$ cat config.mk
export PLATFORM = sky130hd
export DESIGN_NAME = universal_shift_reg
export DESIGN_NICKNAME = d
export VERILOG_FILES = /design/src/rtl/universal_shift_reg.sv
export SDC_FILE = /design/constraint.sdc
export NUM_CORES = 1
export LEC_CHECK = 0
export ABC_CLOCK_PERIOD_IN_PS = 3200
export BUFFER_PORTS_ARGS = -buffer_cell sky130_fd_sc_hd__buf_4
export CORE_AREA = 2 2 39 41
export DETAILED_ROUTE_END_ITERATION = 10
export DIE_AREA = 0 0 41 43
export PLACE_DENSITY = 0.74
export SETUP_SLACK_MARGIN = 0.5
export SLEW_MARGIN = 40
export SYNTH_ARGS = -nofsm -noshare
export SYNTH_HDL_FRONTEND = slang
export SYNTH_SLANG_ARGS = --single-unit
$ cat constraint.sdc
create_clock -name clk -period 3.2 [get_ports clk]
set_clock_uncertainty 0.15 [all_clocks]
set_input_delay 0.64 -clock clk [delete_from_list [all_inputs] [get_ports clk]]
set_output_delay 0.64 -clock clk [all_outputs]
set_load 0.01 [all_outputs]
$ cat src/rtl/universal_shift_reg.sv
// -----------------------------------------------------------------------------
// universal_shift_reg
//
// Parametrised universal shift register used as the serialiser/deserialiser
// stage between bit-serial links and word-wide logic. Supports hold, shift
// right, shift left and parallel load. A shift counter tracks progress through
// the current WIDTH-bit frame and produces a registered one-cycle frame_done
// pulse when a frame completes.
//
// Parameters:
//   WIDTH  register length in bits (2..64)
//   CNT_W  shift counter width, derived from WIDTH (do not override)
//
// Ports:
//   clk         rising-edge clock
//   clear_n     asynchronous active-low reset (q, shift_cnt, frame_done -> 0)
//   mode        00 hold, 01 shift right, 10 shift left, 11 parallel load
//   s_in_r      serial input entering q[WIDTH-1] on a right shift
//   s_in_l      serial input entering q[0] on a left shift
//   p_in        parallel load word
//   s_out_r     q[0]        (right-shift serial output)
//   s_out_l     q[WIDTH-1]  (left-shift serial output)
//   q           register contents
//   shift_cnt   shifts since last load, reset or frame wrap (0..WIDTH-1)
//   frame_done  one-cycle pulse after the WIDTH-th shift of a frame
// -----------------------------------------------------------------------------
module universal_shift_reg #(
  parameter int WIDTH = 4,
  parameter int CNT_W = $clog2(WIDTH + 1)
) (
  input  logic             clk,
  input  logic             clear_n,
  input  logic [1:0]       mode,
  input  logic             s_in_r,
  input  logic             s_in_l,
  input  logic [WIDTH-1:0] p_in,
  output logic             s_out_r,
  output logic             s_out_l,
  output logic [WIDTH-1:0] q,
  output logic [CNT_W-1:0] shift_cnt,
  output logic             frame_done
);

  localparam logic [1:0] MODE_HOLD = 2'b00;
  localparam logic [1:0] MODE_SHR  = 2'b01;
  localparam logic [1:0] MODE_SHL  = 2'b10;
  localparam logic [1:0] MODE_LOAD = 2'b11;

  // Counter value at which the next shift completes a frame.
  localparam logic [CNT_W-1:0] CNT_LAST = CNT_W'(WIDTH - 1);

  logic [WIDTH-1:0] q_reg, q_next;
  logic [CNT_W-1:0] cnt_reg, cnt_next;
  logic             done_reg, done_next;
  logic             is_shift;

  assign is_shift = (mode == MODE_SHR) || (mode == MODE_SHL);

  // Per-bit next-state mux. Each bit picks its upper neighbour on a right
  // shift and its lower neighbour on a left shift; the end bits take the
  // serial inputs instead.
  genvar gi;
  generate
    for (gi = 0; gi < WIDTH; gi++) begin : g_bit
      logic from_upper;
      logic from_lower;

      if (gi == WIDTH - 1) begin : g_top
        assign from_upper = s_in_r;
      end else begin : g_not_top
        assign from_upper = q_reg[gi+1];
      end

      if (gi == 0) begin : g_bottom
        assign from_lower = s_in_l;
      end else begin : g_not_bottom
        assign from_lower = q_reg[gi-1];
      end

      assign q_next[gi] = (mode == MODE_SHR)  ? from_upper :
                          (mode == MODE_SHL)  ? from_lower :
                          (mode == MODE_LOAD) ? p_in[gi]   :
                                                q_reg[gi];
    end
  endgenerate

  // Frame counter: both shift directions count toward the same frame; a load
  // discards the partial frame without signalling completion.
  always_comb begin
    cnt_next  = cnt_reg;
    done_next = 1'b0;
    if (mode == MODE_LOAD) begin
      cnt_next = '0;
    end else if (is_shift) begin
      if (cnt_reg == CNT_LAST) begin
        cnt_next  = '0;
        done_next = 1'b1;
      end else begin
        cnt_next = cnt_reg + CNT_W'(1);
      end
    end
  end

  always_ff @(posedge clk or negedge clear_n) begin
    if (!clear_n) begin
      q_reg    <= '0;
      cnt_reg  <= '0;
      done_reg <= 1'b0;
    end else begin
      q_reg    <= q_next;
      cnt_reg  <= cnt_next;
      done_reg <= done_next;
    end
  end

  assign q          = q_reg;
  assign shift_cnt  = cnt_reg;
  assign frame_done = done_reg;
  assign s_out_r    = q_reg[0];
  assign s_out_l    = q_reg[WIDTH-1];

endmodule

# [Yosys cells after proc, flatten, opt, wreduce, memory -nomap -nowiden]
# Index checks and enable logic that the tools add are counted.
[totals] output_inout_bits=10 mem_count=0 regBits=8 latch_bits=0 ram_bits=0 rom_bits=0
[classes] shift=0 mux=18 n_addsub=1 n_lt_le_gt_ge=0 n_reduce_logical=3 div=0 multipliers=0 bitwise=0 n_eq_ne=4
[ops] op="$mux W1" n=15
[ops] op="$mux W3" n=3
[ops] op="$eq A2 B2 Y1 const B" n=2
[ops] op="$add A3 B1 Y3 const B" n=1
[ops] op="$eq A3 B2 Y1 const B" n=1
[ops] op="$reduce_bool A3 Y1" n=1
[ops] op="$eq A2 B1 Y1 const B" n=1
[ops] op="$reduce_bool A2 Y1" n=1
[ops] op="$logic_or A1 B1 Y1" n=1

# [Longest topological paths before layout]
[depth] ltp_word=4 mapped_depth=5 mapped_depth_nobuf=4

# [Least setup slack after synthesis]
# No wires, ideal clock.
[synth_path] path_type="input-to-reg" start="in mode[0]" end="reg q_reg[1], in the netlist q[1]" cell_stages=5 path_slack_ns=1.610 required_ns=2.946 t_arrival_ns=1.336 path_buffers=1 path_cell_list="inv_1 > ha_1 > buf_6 > mux2i_1 > a221oi_1"
[synth_between] elab_chain_cells=3
[synth_lines] item="from (decl)" line_no="33" source="input logic [1:0] mode,"
[synth_lines] item="$eq A2 B2 Y1" line_no="81" source="(mode == MODE_SHL) ? from_lower :"
[synth_lines] item="$mux W1" line_no="81"
[synth_lines] item="$mux W1" line_no="80" source="assign q_next[gi] = (mode == MODE_SHR) ? from_upper :"
[synth_lines] item="to (signal assigned)" line_no="110" source="q_reg <= q_next;"
[synth_lines] item="to (decl)" line_no="52" source="logic [WIDTH-1:0] q_reg, q_next;"
# Parallel ways exist; a longest one is shown, timed or not.
# A chain may end at the register's enable or synchronous reset.

# [Final worst setup path]
[layout_path] start="in mode[1]" end="reg q_reg[2], in the netlist q[2]"
# The elaborated chain is that of the path after synthesis.

==> qor.yml <==
outcome:
  status: "completed"
synthesis:
  synthesis.area_um2: 499
  ys_ff_latch: 8
  ys.warnings.count: 0
  ys_types: 16
  syn-num-nets: 61
  syn_area_per_cell_um2: 10.9
  postSynthCellCount: 46
  ys_seq_area_share_pct: 40.1
worst_setup_path:
  reg2reg_depth: 3
  critPathArrivalTime_ns: 1.73
  rrSetupSlack_ns: 1.90
  path_class: "input pin to flop"
  required_ns: 3.20
  worstPathMaxFanout: 14
  cp-start-kind: "input pin"
  r2r-end: "shift_cnt[1]$_DFFE_PN0P_"
  r2r-start: "shift_cnt[0]$_DFFE_PN0P_"
  crit_path_end_kind: "flop"
clock_network:
  htree_num_levels: 1
  clock_path_buffers: 2
  cts_buffers: 3
  clk_pin_slew_worst_paths_ns: 0.06
  cts_tree: "yes"
  hold_buffers: 0
  cts-resized-gates: 0
  cts-root-buf: "clkbuf_4"
  cts.sinks: 8
  worstSkewPairLatency_ns: 0.25
  post_cts_buffers: 0
layout:
  mostFrequentLayoutCells: "buf_4 (19), dfrtp_1 (8), inv_1 (7)"
  layout.nets: 81
  area_delta_synth_final_pct: 29.6
  design_area_um2: 647
  diodes: 0
  drive_above_1_share_pct: 35.9
  final_common_cell: "buf_4"
  final_util_pct: 46.7
  largest_reg_flops: 4
grt:
  grt_pass1_wl_um: 1660
  met2_usage_pct: 21.9
  antenna_found_initial: 0
  grt_max_degree: 15
  grt-ovfl-total: 0
  use_met1_pct: 16.8
  grt_pass1_vias: 392
  use_met3_pct: 4.71
  grt.busiest_layer: "met2"
  track_usage_pct: 14.1
pwr:
  p_leak_nw: 0.341
  powerDensity_nw_per_um2: 507
  finalPower_w: 0.000328
  vdd.ir_drop.worst_v: 0.000227
sta:
  finalSetupViolCount: 0
  slew_violations: 0
  final.period_utilization_pct: 53.9
  relSlewSlack_pct: 69.4
  fin_crit_ns: 1.73
  setup_tns_ns: 0
  tightest_slew_ns: 0.459
  whs_ns: 0.0460
  rsz0062_at_grt: "false"
  fmax_ghz: 0.579
  hold_viol_final: 0
drt:
  avgViaCountPerCell: 5.03
  first_pass_iters: 4
  drt_drc_violations_left: 0
  vias: 402
  ant_nets: 0
  first_iter_violations: 5
  wl_per_cell_um: 12.8
  wl_um: 1020
placement:
  hpwl_um: 784
  place_area_um2: 624
  routabilityCongestion: 0.678
  io_buffers: 19
floorplan:
  io_pins: 20
  die_area_um2: 1760
  row_count: 14
  die_height_um: 43
  die_w_um: 41
  start_util_pct: 36.1
  core-area_um2: 1380
hold_path:
  hold_class: "input pin to async pin"
job:
  max-cap-violations: 0
metal layers:
metal | share of wire (%) | vias to the layer above
met2 | 47 | 21
met4 | 0 | 0
li1 | - | 193
met1 | 44 | 188
met3 | 8.9 | 0
met5 | 0 | -
area by class of cell:
type	instances	area, µm²
Clock buffer	3	22.5
Fill cell	129	737
Inverter	7	26.3
Multi-Input combinational cell	27	235
Sequential cell	8	200
Tap cell	16	20.0
Timing Repair Buffer	19	143
how the worst max path moves through the flow:
stage | from | endpoint | slack [ns] | cells past startpoint
2_1_floorplan | mode[0] | q[1]$_DFFE_PN0P_ | 1.61 | 5
3_3_place_gp | mode[0] | q[2]$_DFFE_PN0P_ | 1.27 | 5
3_5_place_dp | mode[1] | q[2]$_DFFE_PN0P_ | 1.21 | 5
4_1_cts | mode[1] | q[2]$_DFFE_PN0P_ | 1.47 | 5
5_1_grt | mode[1] | q[3]$_DFFE_PN0P_ | 1.36 | 5
6_report | mode[1] | q[2]$_DFFE_PN0P_ | 1.47 | 5
logic make-up after synthesis:
group / synth area share, %
AO/OA/AOI/OAI: 13.3
adder cells (fa/ha/maj): 12.5
buffers and inverters: 12.8
flip-flops: 40.1
multiplexers: 8.02
AND/OR/NAND/NOR: 13.3
cell usage after synthesis:
cell type	count	area share [%]
nor2b_1	1	1.3
or2_1	1	1.3
nand2_1	2	1.5
buf_6	2	4.5
buf_4	2	3.0
a221oi_1	4	7.0
nor2_1	2	1.5
mux2i_1	4	8.0
dfrtp_1	8	40
o31ai_1	1	1.5
ha_1	5	13
and3b_1	1	1.8
nor3b_1	4	6.0
o21a_1	1	1.5
o41ai_2	1	3.3
inv_1	7	5.3
power breakdown:
group	internal, W	switching, W
clock network	0.0000430	0.0000348
logic	0.0000621	0.0000519
registers	0.000119	0.0000166
total	0.000225	0.000103
critical path, cell delays in order:
cell and delay [ns]:
buf_4 0.12, inv_1 0.07, ha_1 0.44, nor2_1 0.17
a221oi_1 0.28
metrics by stage:
step / setup slack [ns] / instances
6_report: 1.47 / 80
3_5_place_dp: 1.21 / 77
4_1_cts: 1.47 / 80
3_3_place_gp: 1.27 / 77
5_1_grt: 1.36 / 80
2_1_floorplan: 1.61 / 46
Power figures use the tool's default switching activity.
